File: config.mk
export PLATFORM = sky130hd
export DESIGN_NAME = hlx_axi_lite_reg_slave
export DESIGN_NICKNAME = d
export VERILOG_FILES = /design/src/rtl/hlx_axi_lite_reg_slave.sv
export SDC_FILE = /design/constraint.sdc
export NUM_CORES = 1
export LEC_CHECK = 0
export CORE_AREA = 5 5 257 259
export DETAILED_ROUTE_END_ITERATION = 8
export DIE_AREA = 0 0 262 264
export DONT_BUFFER_PORTS = 1
export GPL_ROUTABILITY_DRIVEN = 0
export PLACE_DENSITY = 0.42
export SLEW_MARGIN = 25
export SYNTH_ARGS = -nofsm -noshare
export SYNTH_HDL_FRONTEND = slang
export SYNTH_SLANG_ARGS = --single-unit
File: constraint.sdc
create_clock -name aclk -period 8.4 [get_ports aclk]
set_clock_uncertainty 0.15 [all_clocks]
set_input_delay 0.84 -clock aclk [delete_from_list [all_inputs] [get_ports aclk]]
set_output_delay 0.84 -clock aclk [all_outputs]
set_load 0.01 [all_outputs]
File: src/rtl/hlx_axi_lite_reg_slave.sv
// ============================================================================
// hlx_axi_lite_reg_slave : AXI4-Lite responder for a RW control / RO status bank
// Revision: 1.0
// ============================================================================
`default_nettype none

module hlx_axi_lite_reg_slave #(
   parameter int AXI_LITE_AW = 32,
   parameter int AXI_LITE_DW = 32,
   parameter int NUM_RW      = 8,
   parameter int NUM_RO      = 8
) (
   input  logic                                  aclk,
   input  logic                                  aresetn,
   input  logic [AXI_LITE_AW-1:0]                AXI_LITE_awaddr,
   input  logic [2:0]                            AXI_LITE_awprot,
   input  logic                                  AXI_LITE_awvalid,
   output logic                                  AXI_LITE_awready,
   input  logic [AXI_LITE_DW-1:0]                AXI_LITE_wdata,
   input  logic [AXI_LITE_DW/8-1:0]              AXI_LITE_wstrb,
   input  logic                                  AXI_LITE_wvalid,
   output logic                                  AXI_LITE_wready,
   output logic [1:0]                            AXI_LITE_bresp,
   output logic                                  AXI_LITE_bvalid,
   input  logic                                  AXI_LITE_bready,
   input  logic [AXI_LITE_AW-1:0]                AXI_LITE_araddr,
   input  logic [2:0]                            AXI_LITE_arprot,
   input  logic                                  AXI_LITE_arvalid,
   output logic                                  AXI_LITE_arready,
   output logic [AXI_LITE_DW-1:0]                AXI_LITE_rdata,
   output logic [1:0]                            AXI_LITE_rresp,
   output logic                                  AXI_LITE_rvalid,
   input  logic                                  AXI_LITE_rready,
   output logic [NUM_RW*AXI_LITE_DW-1:0]         rw_regs,
   output logic [NUM_RW-1:0]                     rw_wr_pulse,
   input  logic [((NUM_RO > 0) ? NUM_RO : 1)*AXI_LITE_DW-1:0] ro_status
);

   localparam int         IDX_W  = AXI_LITE_AW - 2;
   localparam int         NB     = AXI_LITE_DW / 8;
   localparam logic [1:0] OKAY   = 2'b00;
   localparam logic [1:0] SLVERR = 2'b10;

   logic                          aw_held_q, aw_held_d;
   logic [IDX_W-1:0]              aw_idx_q, aw_idx_d;
   logic                          w_held_q, w_held_d;
   logic [AXI_LITE_DW-1:0]        wdata_q, wdata_d;
   logic [NB-1:0]                 wstrb_q, wstrb_d;
   logic                          bvalid_q, bvalid_d;
   logic [1:0]                    bresp_q, bresp_d;
   logic                          rvalid_q, rvalid_d;
   logic [AXI_LITE_DW-1:0]        rdata_q, rdata_d;
   logic [1:0]                    rresp_q, rresp_d;
   logic [NUM_RW*AXI_LITE_DW-1:0] regs_q, regs_d;
   logic [NUM_RW-1:0]             pulse_q, pulse_d;

   logic                   aw_hs, w_hs, ar_hs, commit;
   logic [IDX_W-1:0]       wr_idx, rd_idx;
   logic [AXI_LITE_DW-1:0] wr_data, rd_word;
   logic [NB-1:0]          wr_strb;
   logic                   wr_is_rw, rd_is_rw, rd_is_ro;
   logic                   unused_bits;

   assign unused_bits = ^{AXI_LITE_awprot, AXI_LITE_arprot,
                          AXI_LITE_awaddr[1:0], AXI_LITE_araddr[1:0]};

   assign AXI_LITE_awready = aresetn & ~aw_held_q & ~bvalid_q;
   assign AXI_LITE_wready  = aresetn & ~w_held_q & ~bvalid_q;
   assign AXI_LITE_arready = aresetn & ~rvalid_q;
   assign AXI_LITE_bvalid  = bvalid_q;
   assign AXI_LITE_bresp   = bresp_q;
   assign AXI_LITE_rvalid  = rvalid_q;
   assign AXI_LITE_rdata   = rdata_q;
   assign AXI_LITE_rresp   = rresp_q;
   assign rw_regs          = regs_q;
   assign rw_wr_pulse      = pulse_q;

   assign aw_hs = AXI_LITE_awvalid & AXI_LITE_awready;
   assign w_hs  = AXI_LITE_wvalid & AXI_LITE_wready;
   assign ar_hs = AXI_LITE_arvalid & AXI_LITE_arready;

   // A handshake in this cycle counts as held, so same-cycle AW+W commits now.
   assign wr_idx  = aw_held_q ? aw_idx_q : AXI_LITE_awaddr[AXI_LITE_AW-1:2];
   assign wr_data = w_held_q ? wdata_q : AXI_LITE_wdata;
   assign wr_strb = w_held_q ? wstrb_q : AXI_LITE_wstrb;
   assign commit  = (aw_held_q | aw_hs) & (w_held_q | w_hs);

   assign wr_is_rw = wr_idx < IDX_W'(NUM_RW);
   assign rd_idx   = AXI_LITE_araddr[AXI_LITE_AW-1:2];
   assign rd_is_rw = rd_idx < IDX_W'(NUM_RW);
   assign rd_is_ro = ~rd_is_rw & (rd_idx < IDX_W'(NUM_RW + NUM_RO));

   always_comb begin
      rd_word = '0;
      for (int i = 0; i < NUM_RW; i++) begin
         if (rd_idx == IDX_W'(i)) rd_word = regs_q[AXI_LITE_DW*i +: AXI_LITE_DW];
      end
      for (int j = 0; j < NUM_RO; j++) begin
         if (rd_idx == IDX_W'(NUM_RW + j)) rd_word = ro_status[AXI_LITE_DW*j +: AXI_LITE_DW];
      end
   end

   always_comb begin
      aw_held_d = aw_held_q;
      aw_idx_d  = aw_idx_q;
      w_held_d  = w_held_q;
      wdata_d   = wdata_q;
      wstrb_d   = wstrb_q;
      bvalid_d  = bvalid_q;
      bresp_d   = bresp_q;
      rvalid_d  = rvalid_q;
      rdata_d   = rdata_q;
      rresp_d   = rresp_q;
      regs_d    = regs_q;
      pulse_d   = '0;

      if (aw_hs) begin
         aw_held_d = 1'b1;
         aw_idx_d  = AXI_LITE_awaddr[AXI_LITE_AW-1:2];
      end
      if (w_hs) begin
         w_held_d = 1'b1;
         wdata_d  = AXI_LITE_wdata;
         wstrb_d  = AXI_LITE_wstrb;
      end

      if (commit) begin
         aw_held_d = 1'b0;
         w_held_d  = 1'b0;
         bvalid_d  = 1'b1;
         bresp_d   = wr_is_rw ? OKAY : SLVERR;
         for (int i = 0; i < NUM_RW; i++) begin
            if (wr_idx == IDX_W'(i)) begin
               pulse_d[i] = 1'b1;
               for (int k = 0; k < NB; k++) begin
                  if (wr_strb[k]) regs_d[AXI_LITE_DW*i + 8*k +: 8] = wr_data[8*k +: 8];
               end
            end
         end
      end else if (bvalid_q & AXI_LITE_bready) begin
         bvalid_d = 1'b0;
      end

      // Read samples pre-commit register state, so a colliding write is not seen.
      if (ar_hs) begin
         rvalid_d = 1'b1;
         rdata_d  = rd_word;
         rresp_d  = (rd_is_rw | rd_is_ro) ? OKAY : SLVERR;
      end else if (rvalid_q & AXI_LITE_rready) begin
         rvalid_d = 1'b0;
      end
   end

   always_ff @(posedge aclk) begin
      if (!aresetn) begin
         aw_held_q <= 1'b0;
         aw_idx_q  <= '0;
         w_held_q  <= 1'b0;
         wdata_q   <= '0;
         wstrb_q   <= '0;
         bvalid_q  <= 1'b0;
         bresp_q   <= 2'b00;
         rvalid_q  <= 1'b0;
         rdata_q   <= '0;
         rresp_q   <= 2'b00;
         regs_q    <= '0;
         pulse_q   <= '0;
      end else begin
         aw_held_q <= aw_held_d;
         aw_idx_q  <= aw_idx_d;
         w_held_q  <= w_held_d;
         wdata_q   <= wdata_d;
         wstrb_q   <= wstrb_d;
         bvalid_q  <= bvalid_d;
         bresp_q   <= bresp_d;
         rvalid_q  <= rvalid_d;
         rdata_q   <= rdata_d;
         rresp_q   <= rresp_d;
         regs_q    <= regs_d;
         pulse_q   <= pulse_d;
      end
   end

endmodule

`default_nettype wire

### After elaboration in Yosys (flattened, before gate mapping)

Cells that the tools add are included.
Widths: inputs -> output; s select.

* flip-flop bits (word level): 370
* input bits: 369
* logic and storage cells: 160

* order comparisons: 3
* eq/ne operators: 22
* multiplexer cells: 33
* bitwise logic cells: 21
* reduce and logical (&&, ||, !) cells: 38

Operators with widths (count)
* $mux 32: 17
* $eq 30x3->1 const B: 8
* $eq 30x4->1 const B: 8
* $eq 30x2->1 const B: 4
* $reduce_and 3->1: 32
* $eq 30x1->1 const B: 2
* $logic_not 30->1: 2
* $lt 30x4->1 const B: 2
* $lt 30x5->1 const B: 1
* $mux 30: 1
* $and 1x1->1: 12
* $mux 1: 12
* $not 1->1: 6
* $mux 2: 2
* $mux 4: 1
* $reduce_bool 2->1: 2
* $or 1x1->1: 3
* $reduce_and 2->1: 1
* $reduce_or 2->1: 1

### Logic depth before layout (Yosys ltp)

* word-level depth: 17
* depth in mapped cells: 11

### Least setup slack after synthesis

No wires, ideal clock.

* kind: input-to-reg
* start point: in AXI_LITE_araddr[7]
* end point: reg rdata_q[14] (netlist: AXI_LITE_rdata[14])
* library setup time: 0.059 ns
* data arrival time: 3.212 ns
* required time: 8.191 ns
* slack: 4.979 ns
* stages on the path: 9
* buffers on the path: 2
* path through: nor4_1 nand4_1 buf_2 or3_1 clkbuf_1 or3_1 o311a_1 o41ai_1 a22o_1

* longest elaborated chain between the ends: 17
* elaborated cells on any way between the ends: 32
* those cells by class: 15 x eq/ne; 16 x mux; 1 x reduce/logical

RTL lines
* start, declared: line 26 `input logic [AXI_LITE_AW-1:0] AXI_LITE_araddr,`
* $logic_not 30->1: line 96 `if (rd_idx == IDX_W'(i)) rd_word = regs_q[AXI_LITE_DW*i +: AXI_LITE_DW];`
* $mux 32 (8 in series): line 96
* $mux 32 (7 in series): line 99 `if (rd_idx == IDX_W'(NUM_RW + j)) rd_word = ro_status[AXI_LITE_DW*j +: AXI_LITE_DW];`
* $mux 32 (*): line 99
* end signal, assigned: line 177 `rdata_q <= rdata_d;`
* end, declared: line 52 `logic [AXI_LITE_DW-1:0] rdata_q, rdata_d;`

Mark *: on every way between the ends. The rest lies on a longest branch, timed or not.
A chain may end at the register's enable or synchronous reset.

### Final worst setup path

* start point: in AXI_LITE_araddr[20]
* end point: reg rdata_q[14] (netlist: AXI_LITE_rdata[14])

The elaborated chain is that of the path after synthesis.

==> impl_summary.log <==
[metrics] outcome: finished clean
[metrics] max-slew violation count: 0
[metrics] most common library cell in the layout ignoring fill and taps: sky130_fd_sc_hd__dfxtp_1
[metrics] Pwr Density: about 200 mW/mm²
[metrics] CTS root buffer: sky130_fd_sc_hd__clkbuf_16
[metrics] kind of end point of the critical path: flip-flop
[metrics] hold path cells: 1
[metrics] cell area after technology mapping: 0.0180 mm²
[metrics] pin count of the biggest net entering global routing: 122
[metrics] Clock Latency Late Sink: 0.60 ns
[metrics] DP Area: 0.0190 mm²
[metrics] type of the worst setup path: input pin to flip-flop
[metrics] highest fanout seen on the critical path: 17
[metrics] Boundary Pins: ~670
[metrics] flip-flop cell with the highest count after synthesis: sky130_fd_sc_hd__dfxtp_1
[metrics] RSZ-0062 raised after global routing: no
[metrics] Die H: 264 µm
[metrics] share of the clock period used by the worst path: 50.4%
[metrics] number of design rule violations left after detail routing: 0
[metrics] top cell type by total area after synthesis: sky130_fd_sc_hd__dfxtp_1
[metrics] WP data arrival: roughly 4.6 ns
[metrics] Synth cell types: 62
[metrics] pin slew with the least headroom to its limit: 1.16 ns
[metrics] iteration-0 DRC count of the detailed router: around 1700
[metrics] number of vias in the routed layout: 17329
[metrics] setup TNS: 0 ns
[metrics] total clock buffers created by CTS: 46
[metrics] Initial Util: 28.2%
[metrics] total track usage: 29.0%
[metrics] HPWL after DPL: slightly above 80000 µm
[metrics] count of final hold-check violations: 0
[metrics] final setup vio count: 0
[metrics] post-detailed-route via-to-cell ratio: 5.92
[metrics] CTS Sinks: 368
[metrics] FF-to-FF path depth: 7
[metrics] Layout fillers: 6750
[metrics] min-delay worst type: input pin to flip-flop
[metrics] TritonCTS clock tree: yes
[metrics] layout net count: ~2400
[metrics] WL final: 107000 µm
[metrics] most frequent cells in the layout: 367 x sky130_fd_sc_hd__dfxtp_1, 316 x sky130_fd_sc_hd__nor2_1, 273 x sky130_fd_sc_hd__mux2i_1
[metrics] Post-synth ARST share: 0%
[metrics] mean routed wirelength per cell: about 37 µm
[metrics] Worst Path Required: 8.79 ns
[metrics] number of rows created at floorplan: 93
[metrics] post-layout min period: 4.23 ns
[metrics] Max Cap Viol: 0
[metrics] multi-input combinational cell area: 0.0102 mm²
[metrics] via count of the first global-routing pass: 16735
[metrics] flop and latch count out of synthesis: 368
[metrics] share of post-route cells with drive strength above 1: about a tenth
[metrics] largest cells by area after synthesis: sky130_fd_sc_hd__dfxtp_1 41%, sky130_fd_sc_hd__mux2i_1 15%, sky130_fd_sc_hd__nor2_1 6.7%, sky130_fd_sc_hd__nand2_1 5.3%, sky130_fd_sc_hd__a21oi_1 3.6%
[metrics] buffers inserted during post-CTS setup optimization: 0
[metrics] max frequency: roughly 240 MHz
[metrics] sequential share of the synthesized area: 41.0%
[metrics] global-route wire length before repair: roughly 140000 µm
[metrics] global-route congestion overflow total: 0
[metrics] gate count after technology mapping: 2076
[metrics] Final Cell Area: 0.0205 mm²
[metrics] share of the core filled with cells in the final layout: 32.2%
[metrics] synth warn: 0
[metrics] residual antenna-violating net count after detailed routing: 0
[metrics] number of optimization iterations in the first detailed-route pass: 6
[metrics] kind of launch point of the worst setup path: input pin
[metrics] antenna violations before repair: 7
[metrics] area of the die: around 0.069 mm²
[metrics] post-CTS sizing: 0
[metrics] tightest slew margin relative to the limit: 22.4%
[metrics] Core ar.: 0.0636 mm²
[metrics] clock slew seen by the registers of the worst setup and hold paths: 0.06 ns
[metrics] buffers from clock root to sink, at most: 3
[metrics] Die W: 262 µm
[metrics] CTS H-Tree Depth: 2
[metrics] Mapped Avg Cell Area: 8.65 µm²
[metrics] hold buffer count at CTS: 0
[metrics] register area: around 0.0074 mm²
[metrics] number of enable flip-flop cells after synthesis: 0
[metrics] Max VDD drop: 0.121 mV
[metrics] growth of design area from synthesis to finish: 14.3%
[metrics] cell leakage power: 0.00870 µW
[metrics] share of the synthesized area in the top cell type: 41.0%
[metrics] count of buffers from port buffering: 0
[stage by stage]
step                worst slack (ns)  total power (µW)  instances  hold slack [ns]
detailed placement              3.70              2080       2838            0.295
global placement                3.82              2080       2838            0.289
CTS                             4.32              4080       2921            0.177
global route                    4.09              4170       2922            0.192
finish                          4.17              4040       2927            0.195
floorplan                       4.98              2000       2077            0.283
[final cells by class]
type,count,share of cell area (%)
multi-input cells,1563,49.7
diodes,5,0.0610
clock inverters,22,0.963
flip-flops and latches,368,35.9
well taps,855,5.21
repair buffers,41,1.56
clock buffers,61,6.33
inverters,12,0.256
[kinds of logic (layout without fill, tap and decap cells)]
family / after synthesis / in the layout / synth area share (%)
AOI/OAI and AO/OA: 452 / 452 / 16.7
buffers and inverters: 146 / 136 / 3.11
DFF: 368 / 368 / 41.0
muxes: 331 / 331 / 19.8
other: 1 / 7 / 0.0209
and+or+nand+nor: 778 / 778 / 19.3
[synthesized netlist by cell type, types with 6 or more instances]
cell type	n
sky130_fd_sc_hd__a221oi_1	16
sky130_fd_sc_hd__nor4_2	7
sky130_fd_sc_hd__nor2_1	321
sky130_fd_sc_hd__a31oi_1	10
sky130_fd_sc_hd__nand2_1	254
sky130_fd_sc_hd__a22o_1	20
sky130_fd_sc_hd__o21a_1	7
sky130_fd_sc_hd__a211oi_1	19
sky130_fd_sc_hd__a32oi_1	9
sky130_fd_sc_hd__o221ai_1	17
sky130_fd_sc_hd__nor2b_1	42
sky130_fd_sc_hd__a222oi_1	11
sky130_fd_sc_hd__nand3_1	25
sky130_fd_sc_hd__nand4_1	13
sky130_fd_sc_hd__nand2b_1	12
sky130_fd_sc_hd__a21oi_1	128
sky130_fd_sc_hd__a22oi_1	55
sky130_fd_sc_hd__o21ai_0	67
sky130_fd_sc_hd__o22ai_1	32
sky130_fd_sc_hd__nor4_1	22
sky130_fd_sc_hd__mux2_2	43
sky130_fd_sc_hd__nor3_1	23
sky130_fd_sc_hd__inv_1	12
sky130_fd_sc_hd__o21ai_1	7
sky130_fd_sc_hd__o211ai_1	6
sky130_fd_sc_hd__or3_1	10
sky130_fd_sc_hd__clkbuf_1	117
sky130_fd_sc_hd__dfxtp_1	368
sky130_fd_sc_hd__and3_1	27
sky130_fd_sc_hd__buf_1	12
sky130_fd_sc_hd__mux2i_1	273
sky130_fd_sc_hd__mux4_2	15
[sequential cells by signal, summed over array words and instances, names as in the netlist]
name,cells
rw_regs,256
AXI_LITE_rdata,32
wdata_q,32
aw_idx_q,30
rw_wr_pulse,8
wstrb_q,4
AXI_LITE_bresp,1
AXI_LITE_bvalid,1
AXI_LITE_rresp,1
AXI_LITE_rvalid,1
aw_held_q,1
w_held_q,1
[report_power, final]
part / total (µW) / leakage (µW) / switching [µW] / internal (µW)
combinational: 261 / 0.00499 / 179 / 81.9
clock: 2000 / 0.000741 / 841 / 1150
sequential: 1780 / 0.00297 / 15.0 / 1770
total: 4040 / 0.00870 / 1040 / 3000
[worst max-delay path, stage by stage]
cell                      delay (ns)
sky130_fd_sc_hd__nor4_1         0.77
sky130_fd_sc_hd__nand3_1        0.79
sky130_fd_sc_hd__or3_1          0.79
sky130_fd_sc_hd__or3_1          0.42
sky130_fd_sc_hd__o311a_1        0.44
sky130_fd_sc_hd__o41ai_1        0.38
sky130_fd_sc_hd__a22o_1         0.17
[layer usage]
layer	track usage [%]	vias up	wire length, µm
li1	-	7469	-
met1	34.7	8717	41300
met2	45.7	929	48000
met3	15.2	204	14300
met4	7.66	10	3200
met5	0	-	79
[worst paths after layout]
path | startpoint | end | slack [ns]
max | AXI_LITE_araddr[20] | AXI_LITE_rdata[14]$_SDFFE_PN0P_ | 4.17
min | AXI_LITE_rready | AXI_LITE_rvalid$_SDFFE_PN0P_ | 0.19
max reg2reg | aw_held_q$_SDFFE_PP0P_ | rw_regs[161]$_SDFFE_PN0P_ | 4.55
min reg2reg | wdata_q[10]$_SDFFE_PN0P_ | wdata_q[10]$_SDFFE_PN0P_ | 0.30
Power figures use the tool's default switching activity.
